File: src/rtl/ram_arb_pkg.sv
// Shared types and constants for the two-port RAM arbiter.
package ram_arb_pkg;

    localparam int ADDR_W = 4;
    localparam int DATA_W = 8;

    typedef enum logic [1:0] {
        IDLE  = 2'd0,
        ISSUE = 2'd1,
        RDATA = 2'd2
    } arb_state_t;

    // One requester's access as presented on its port
    typedef struct packed {
        logic              we;
        logic [ADDR_W-1:0] addr;
        logic [DATA_W-1:0] wdata;
    } ram_req_t;

    // Select the winning requester's access fields
    function automatic ram_req_t pick_req(input logic sel, input ram_req_t r0, input ram_req_t r1);
        return sel ? r1 : r0;
    endfunction

endpackage

File: src/rtl/ram_arbiter_arb2.sv
// 2-way grant selection for the RAM arbiter.
// RAM_ARB_ROUND_ROBIN_EN: ties alternate using a last_grant register;
// otherwise requester 0 always wins a tie.
module arb2 (
    input  logic clk,
    input  logic rst,
    input  logic req0,
    input  logic req1,
    input  logic take,      // the current winner is being accepted this edge
    output logic win_id,    // 0 = requester 0, 1 = requester 1
    output logic win_any
);

    assign win_any = req0 | req1;

`ifdef RAM_ARB_ROUND_ROBIN_EN
    logic last_grant;

    // Tie goes to the requester not granted last; a lone request always wins
    always_comb begin
        win_id = 1'b0;
        if (req0 && req1)
            win_id = ~last_grant;
        else
            win_id = req1;
    end

    // Remember who was granted; reset value 1 makes requester 0 win the first tie
    always_ff @(posedge clk or posedge rst) begin
        if (rst)
            last_grant <= 1'b1;
        else if (take)
            last_grant <= win_id;
    end
`else
    // Fixed priority: requester 0 wins whenever it asks
    assign win_id = req1 & ~req0;

    logic unused_arb;
    assign unused_arb = &{1'b0, clk, rst, take};
`endif

endmodule

File: src/rtl/ram_arbiter.sv
// Two-requester arbiter in front of a single-port 16x8 synchronous RAM.
// Each access: IDLE (sample) -> ISSUE (drive RAM, pulse gnt) -> [RDATA] -> IDLE.
// RAM_ARB_ROUND_ROBIN_EN selects round-robin tie breaking in arb2.
module ram_arbiter
    import ram_arb_pkg::*;
(
    input  logic              clk,
    input  logic              rst,
    input  logic              req0,
    input  logic              req1,
    input  logic              we0,
    input  logic              we1,
    input  logic [ADDR_W-1:0] addr0,
    input  logic [ADDR_W-1:0] addr1,
    input  logic [DATA_W-1:0] wdata0,
    input  logic [DATA_W-1:0] wdata1,
    output logic              gnt0,
    output logic              gnt1,
    output logic              rvalid0,
    output logic              rvalid1,
    output logic [DATA_W-1:0] rdata,
    output logic [DATA_W-1:0] ram_din,
    output logic [ADDR_W-1:0] ram_addr,
    output logic              ram_wr_en,
    input  logic [DATA_W-1:0] ram_out
);

    arb_state_t state, state_nxt;
    logic       win_id, win_any, accept;
    logic       lat_we, lat_id;
    ram_req_t   win_req;

    assign accept  = (state == IDLE) && win_any;
    assign win_req = pick_req(win_id,
                              ram_req_t'{we0, addr0, wdata0},
                              ram_req_t'{we1, addr1, wdata1});

    arb2 u_arb (
        .clk     (clk),
        .rst     (rst),
        .req0    (req0),
        .req1    (req1),
        .take    (accept),
        .win_id  (win_id),
        .win_any (win_any)
    );

    // State register
    always_ff @(posedge clk or posedge rst) begin
        if (rst)
            state <= IDLE;
        else
            state <= state_nxt;
    end

    // Next state and ISSUE-cycle strobes; strobes decode from state so reset kills them at once
    always_comb begin
        state_nxt = state;
        gnt0      = 1'b0;
        gnt1      = 1'b0;
        ram_wr_en = 1'b0;
        case (state)
            IDLE: begin
                if (win_any)
                    state_nxt = ISSUE;
            end
            ISSUE: begin
                gnt0      = ~lat_id;
                gnt1      = lat_id;
                ram_wr_en = lat_we;
                state_nxt = lat_we ? IDLE : RDATA;
            end
            RDATA: begin
                state_nxt = IDLE;
            end
            default: begin
                state_nxt = IDLE;
            end
        endcase
    end

    // Latch the winner; ram_addr/ram_din double as the address/data latch and hold between accesses
    always_ff @(posedge clk or posedge rst) begin
        if (rst) begin
            ram_addr <= '0;
            ram_din  <= '0;
            lat_we   <= 1'b0;
            lat_id   <= 1'b0;
        end else if (accept) begin
            ram_addr <= win_req.addr;
            ram_din  <= win_req.wdata;
            lat_we   <= win_req.we;
            lat_id   <= win_id;
        end
    end

    // Capture RAM output at the end of RDATA; rvalid pulses the cycle after
    always_ff @(posedge clk or posedge rst) begin
        if (rst) begin
            rdata   <= '0;
            rvalid0 <= 1'b0;
            rvalid1 <= 1'b0;
        end else begin
            rvalid0 <= (state == RDATA) && !lat_id;
            rvalid1 <= (state == RDATA) &&  lat_id;
            if (state == RDATA)
                rdata <= ram_out;
        end
    end

endmodule

File: config.mk
export PLATFORM = sky130hd
export DESIGN_NAME = ram_arbiter
export DESIGN_NICKNAME = d
export VERILOG_FILES = /design/src/rtl/ram_arb_pkg.sv /design/src/rtl/ram_arbiter_arb2.sv /design/src/rtl/ram_arbiter.sv
export SDC_FILE = /design/constraint.sdc
export NUM_CORES = 1
export LEC_CHECK = 0
export ABC_AREA = 1
export BUFFER_PORTS_ARGS = -buffer_cell sky130_fd_sc_hd__buf_4
export CAP_MARGIN = 10
export CORE_ASPECT_RATIO = 0.9
export CORE_MARGIN = 10
export CORE_UTILIZATION = 47
export DETAILED_ROUTE_END_ITERATION = 6
export PLACE_DENSITY_LB_ADDON = 0.25
export RECOVER_POWER = 50
export REMOVE_ABC_BUFFERS = 1
export SLEW_MARGIN = 5
export SYNTH_ARGS = -nofsm -noshare
export SYNTH_HDL_FRONTEND = slang
export SYNTH_SLANG_ARGS = --single-unit
File: constraint.sdc
create_clock -name clk -period 3.86 [get_ports clk]
set_clock_uncertainty 0.15 [all_clocks]
set_input_delay 0.772 -clock clk [delete_from_list [all_inputs] [get_ports clk]]
set_output_delay 0.772 -clock clk [all_outputs]
set_load 0.05 [all_outputs]
# Yosys cells after proc, flatten, opt, wreduce, memory -nomap -nowiden
# Index checks and enable logic that the tools add are counted.
[classes] n_eq_ne=3 n_mux=7 bitwise=4 reduce_logical=5
[op_table] op="$mux W13" count=1
[op_table] op="$mux W2" count=2
[op_table] op="$pmux W2 S2" count=1
[op_table] op="$logic_and A1 B1 Y1" count=3
[op_table] op="$mux W1" count=3
[op_table] op="$eq A2 B1 Y1 const B" count=1
[op_table] op="$eq A2 B2 Y1 const B" count=1
[op_table] op="$logic_not A2 Y1" count=1
[op_table] op="$ne A2 B2 Y1 const B" count=1
[op_table] op="$not A1 Y1" count=2
[op_table] op="$and A1 B1 Y1" count=1
[op_table] op="$logic_not A1 Y1" count=1
[op_table] op="$or A1 B1 Y1" count=1
[totals] reg_bits=26 inputBits=38 output_inout_bits=25 wordCells=27

# Logic depth before layout (Yosys ltp)
[logic_depth] depth_word=3 depth_mapped=7 depth_no_buf=6

# Modules after synthesis
# Synthesis repeated with hierarchy kept, for this count alone.
[hier_totals] hier_cells=159 area_unflattened_um2=1221.2
[by_module_without_submodules] module="ram_arbiter" instances=1 cells_per_inst=155 area_each_um2=1206.2 seq_area_each_um2=650.6
[by_module_without_submodules] module="arb2" instances=1 cells_per_inst=4 area_each_um2=15.0 seq_area_each_um2=0.0

# Worst setup path before layout
# OpenSTA, ideal clock, no wires.
[synth_timing] path_kind="register -> output" from="reg state[0]" to="out gnt0" arrival_time_ns=1.501 t_required_ns=2.938 path_slack_ns=1.437 path_stages_with_launch=4 n_path_buf=0 path_cell_list="dfrtp_1 > clkinv_1 > or2_2 > nor2_1"
[synth_via] elab_chain_len=2
[synth_lines] element="start, declared" line="ram_arbiter.sv:28" text="arb_state_t state, state_nxt;"
[synth_lines] element="start signal, assigned" line="ram_arbiter.sv:53" text="state <= state_nxt;"
[synth_lines] element="$eq A2 B1 Y1" line="ram_arbiter.sv:62" text="case (state)"
[synth_lines] element="$mux W1" line="ram_arbiter.sv:62"
[synth_lines] element="end, declared" line="ram_arbiter.sv:17" text="output logic gnt0,"
# Every way passes these cells.

# Worst setup path in the final report
# Same ends and word-level chain as after synthesis.

==> run metrics <==
part of the cycle the worst path needs=64.9%; Worst EP required=2.94 ns; Synth top cells by count=83 x nand2_1, 26 x dfrtp_1, 21 x nand3_1, 9 x nor2_1, 5 x inv_1; worst skew pair latency=between 0.3 and 0.4 ns; routed wire length=3.16 mm; Hold Path Class=reg -> reg; post-synthesis register bit count=26; Synth area leaders=dfrtp_1 55%, nand2_1 26%, nand3_1 8.8%; PostCTS Resize Cnt=0; post-synth cell types=13; clock slew at reported path FFs=~0.14 ns; global-route wire length before repair=5.30 mm; Clock Path Buffers=2; initial antenna violation count=0; Max Transition Viols Final=0; die height=67.8 um; post-route DRC violation count=0; root buffer cell=clkbuf_4; synth warn=0; DIE WIDTH=73.1 um; Crit-path slowest cell=or2_2; f_max=0.399 GHz; Starting Density=between 40% and 50%; cell accounting for the most synthesized area=dfrtp_1; fin nets=254; Vias=1151; most common cell in the netlist=nand2_1; Max-Cap Viols=0; reg2reg end=ram_din[3]; # IOs=63; Util after Layout=68.8%; CTS Hold Bufs=0; vias in the first global route=1219; register area share after synthesis=54.5%; Compound-Gate Fraction of Synth Area=1.15%; Final Critical Period=2.51 ns; post-CTS repair timing setup buffer count=0; # diodes=0; Hold Path Sink=rvalid0; Simple-Gate Fraction of Synth Area=39.2%; Slew HR=37.6%; FF-to-FF setup slack=1.99 ns; mux cell area share after synthesis=0%; GRT Overall Usage=a little over an eighth; Pwr per Cell Area=892 nW/um^2; number of synthesized flops with an enable pin=0; via/cell ratio=4.74; Post-synth top flop=dfrtp_1; Slew @ Worst Pin=0.935 ns; drt first-iter violations=between 60 and 70; GRT overflow=0; WL per Instance=13.0 um; Buffers on Ports=62; largest family of logic cells by synthesized area=simple AND/OR/NAND/NOR gates; adder and majority gate portion of the synthesized area=0%; site row count=17; CP Max Fanout=10; status=completed; Cells after Synth=155; core box area=2450 sq um; die area=4960 sq um; final setup fails=0; DRT antenna net count=0; CTS tree=yes; crit-path max cell delay=0.38 ns; CP Data Arrival Time=between 1.5 and 2 ns; Netlist Area Pre-Place=between 1000 and 1500 sq um; Worst Hold Path Cells=1; Setup TNS=0 ns; TritonCTS sink count=26; critical path's top delay family=simple AND/OR/NAND/NOR gates; CP Buf/Inv Count=2; DRT Pass-1 Iters=4; CTS buffer count=3; gpl congestion=0.780; pin count of the biggest net entering global routing=27; Syn Area/Cell=between 7 and 8 sq um; Synth async-reset ratio=100%; cell breakdown of the critical path=clkinv_1, or2_2, nor2_1, buf_4; Worst Setup End Kind=output port; total power=1.50 mW; H-tree levels=1; Final Hold Vio Count=0; CP Launch Type=flop; layout cells sized above 1=between 30% and 40%; leakage power=0.997 nW; fillcell total=199; XOR/XNOR Fraction of Synth Area=0%; RSZ-0062 raised after global routing=no; hpwl dp=2.52 mm; reg2reg path depth=5; Synth top area share=54.5%; Critical R2R Launch=state[1]; VDD IR max=0.688 mV; Layout area overhead=41.1%; Worst Hold Launch=lat_id; crit path kind=reg -> out
-- sequential cells by signal, summed over array words and instances (netlist names) --
name	flops
ram_addr	4
rdata	8
rvalid0	1
lat_we	1
ram_din	8
rvalid1	1
lat_id	1
state	2
-- power breakdown --
group          internal (mW)  switching, mW  leakage [nW]
combinational          0.252          0.641         0.651
sequential             0.396         0.0760         0.324
clock                 0.0576         0.0796        0.0210
total                  0.706          0.797         0.997
-- layout by cell type, fill, tap and decap left out --
cell type / instances
o21ai_2: 1
or2_2: 1
a21oi_1: 1
nand2_1: 83
inv_1: 5
nand3_1: 21
clkbuf_8: 1
clkinv_1: 1
nor2_1: 10
clkbuf_4: 4
dfrtp_1: 26
buf_4: 61
-- how the worst max path moves through the flow --
| stage | from | endpoint | slack [ns] | cells past startpoint |
|---|---|---|---|---|
| detailed placement | req0 | ram_din[7] | 1.69 | 7 |
| CTS | state[0] | gnt0 | 1.32 | 4 |
| floorplan | state[0] | gnt0 | 1.44 | 3 |
| global route | state[0] | gnt0 | 1.24 | 4 |
| finish | state[0] | gnt0 | 1.35 | 4 |
| global placement | state[0] | ram_wr_en | 1.74 | 4 |
-- cell families (layout without fill, tap and decap cells) --
family | after synthesis | in the layout
DFF | 26 | 26
and+or+nand+nor | 115 | 115
buffers and inverters | 12 | 72
AOI/OAI and AO/OA | 2 | 2
-- per-layer routing --
layer	vias up	share of wire, %	wire [um]	track usage [%]
met4	0	0.85	27	4.50
met5	-	0	0	0
met3	4	11	334	6.21
met1	511	42	1330	15.0
met2	37	47	1470	21.0
li1	599	-	-	-
-- area by class of cell --
type                            instances  area, sq um  share of cell area (%)
Clock buffer                            4         36.3                    2.15
Multi-Input combinational cell        117          474                    28.2
Tap cell                               28         35.0                    2.08
Sequential cell                        26          651                    38.6
Inverter                                6         22.5                    1.34
Timing Repair Buffer                   62          465                    27.6
-- through the flow --
stage / instance area, sq um / std cells / setup WS [ns] / hold slack [ns]
6_report: 1680 / 243 / 1.35 / 0.314
5_1_grt: 1680 / 243 / 1.24 / 0.345
4_1_cts: 1690 / 243 / 1.32 / 0.312
3_5_place_dp: 1660 / 239 / 1.69 / 0.296
3_3_place_gp: 1660 / 239 / 1.74 / 0.290
2_1_floorplan: 1150 / 149 / 1.44 / 0.273
Note: power is estimated with default switching activity, not from simulation.
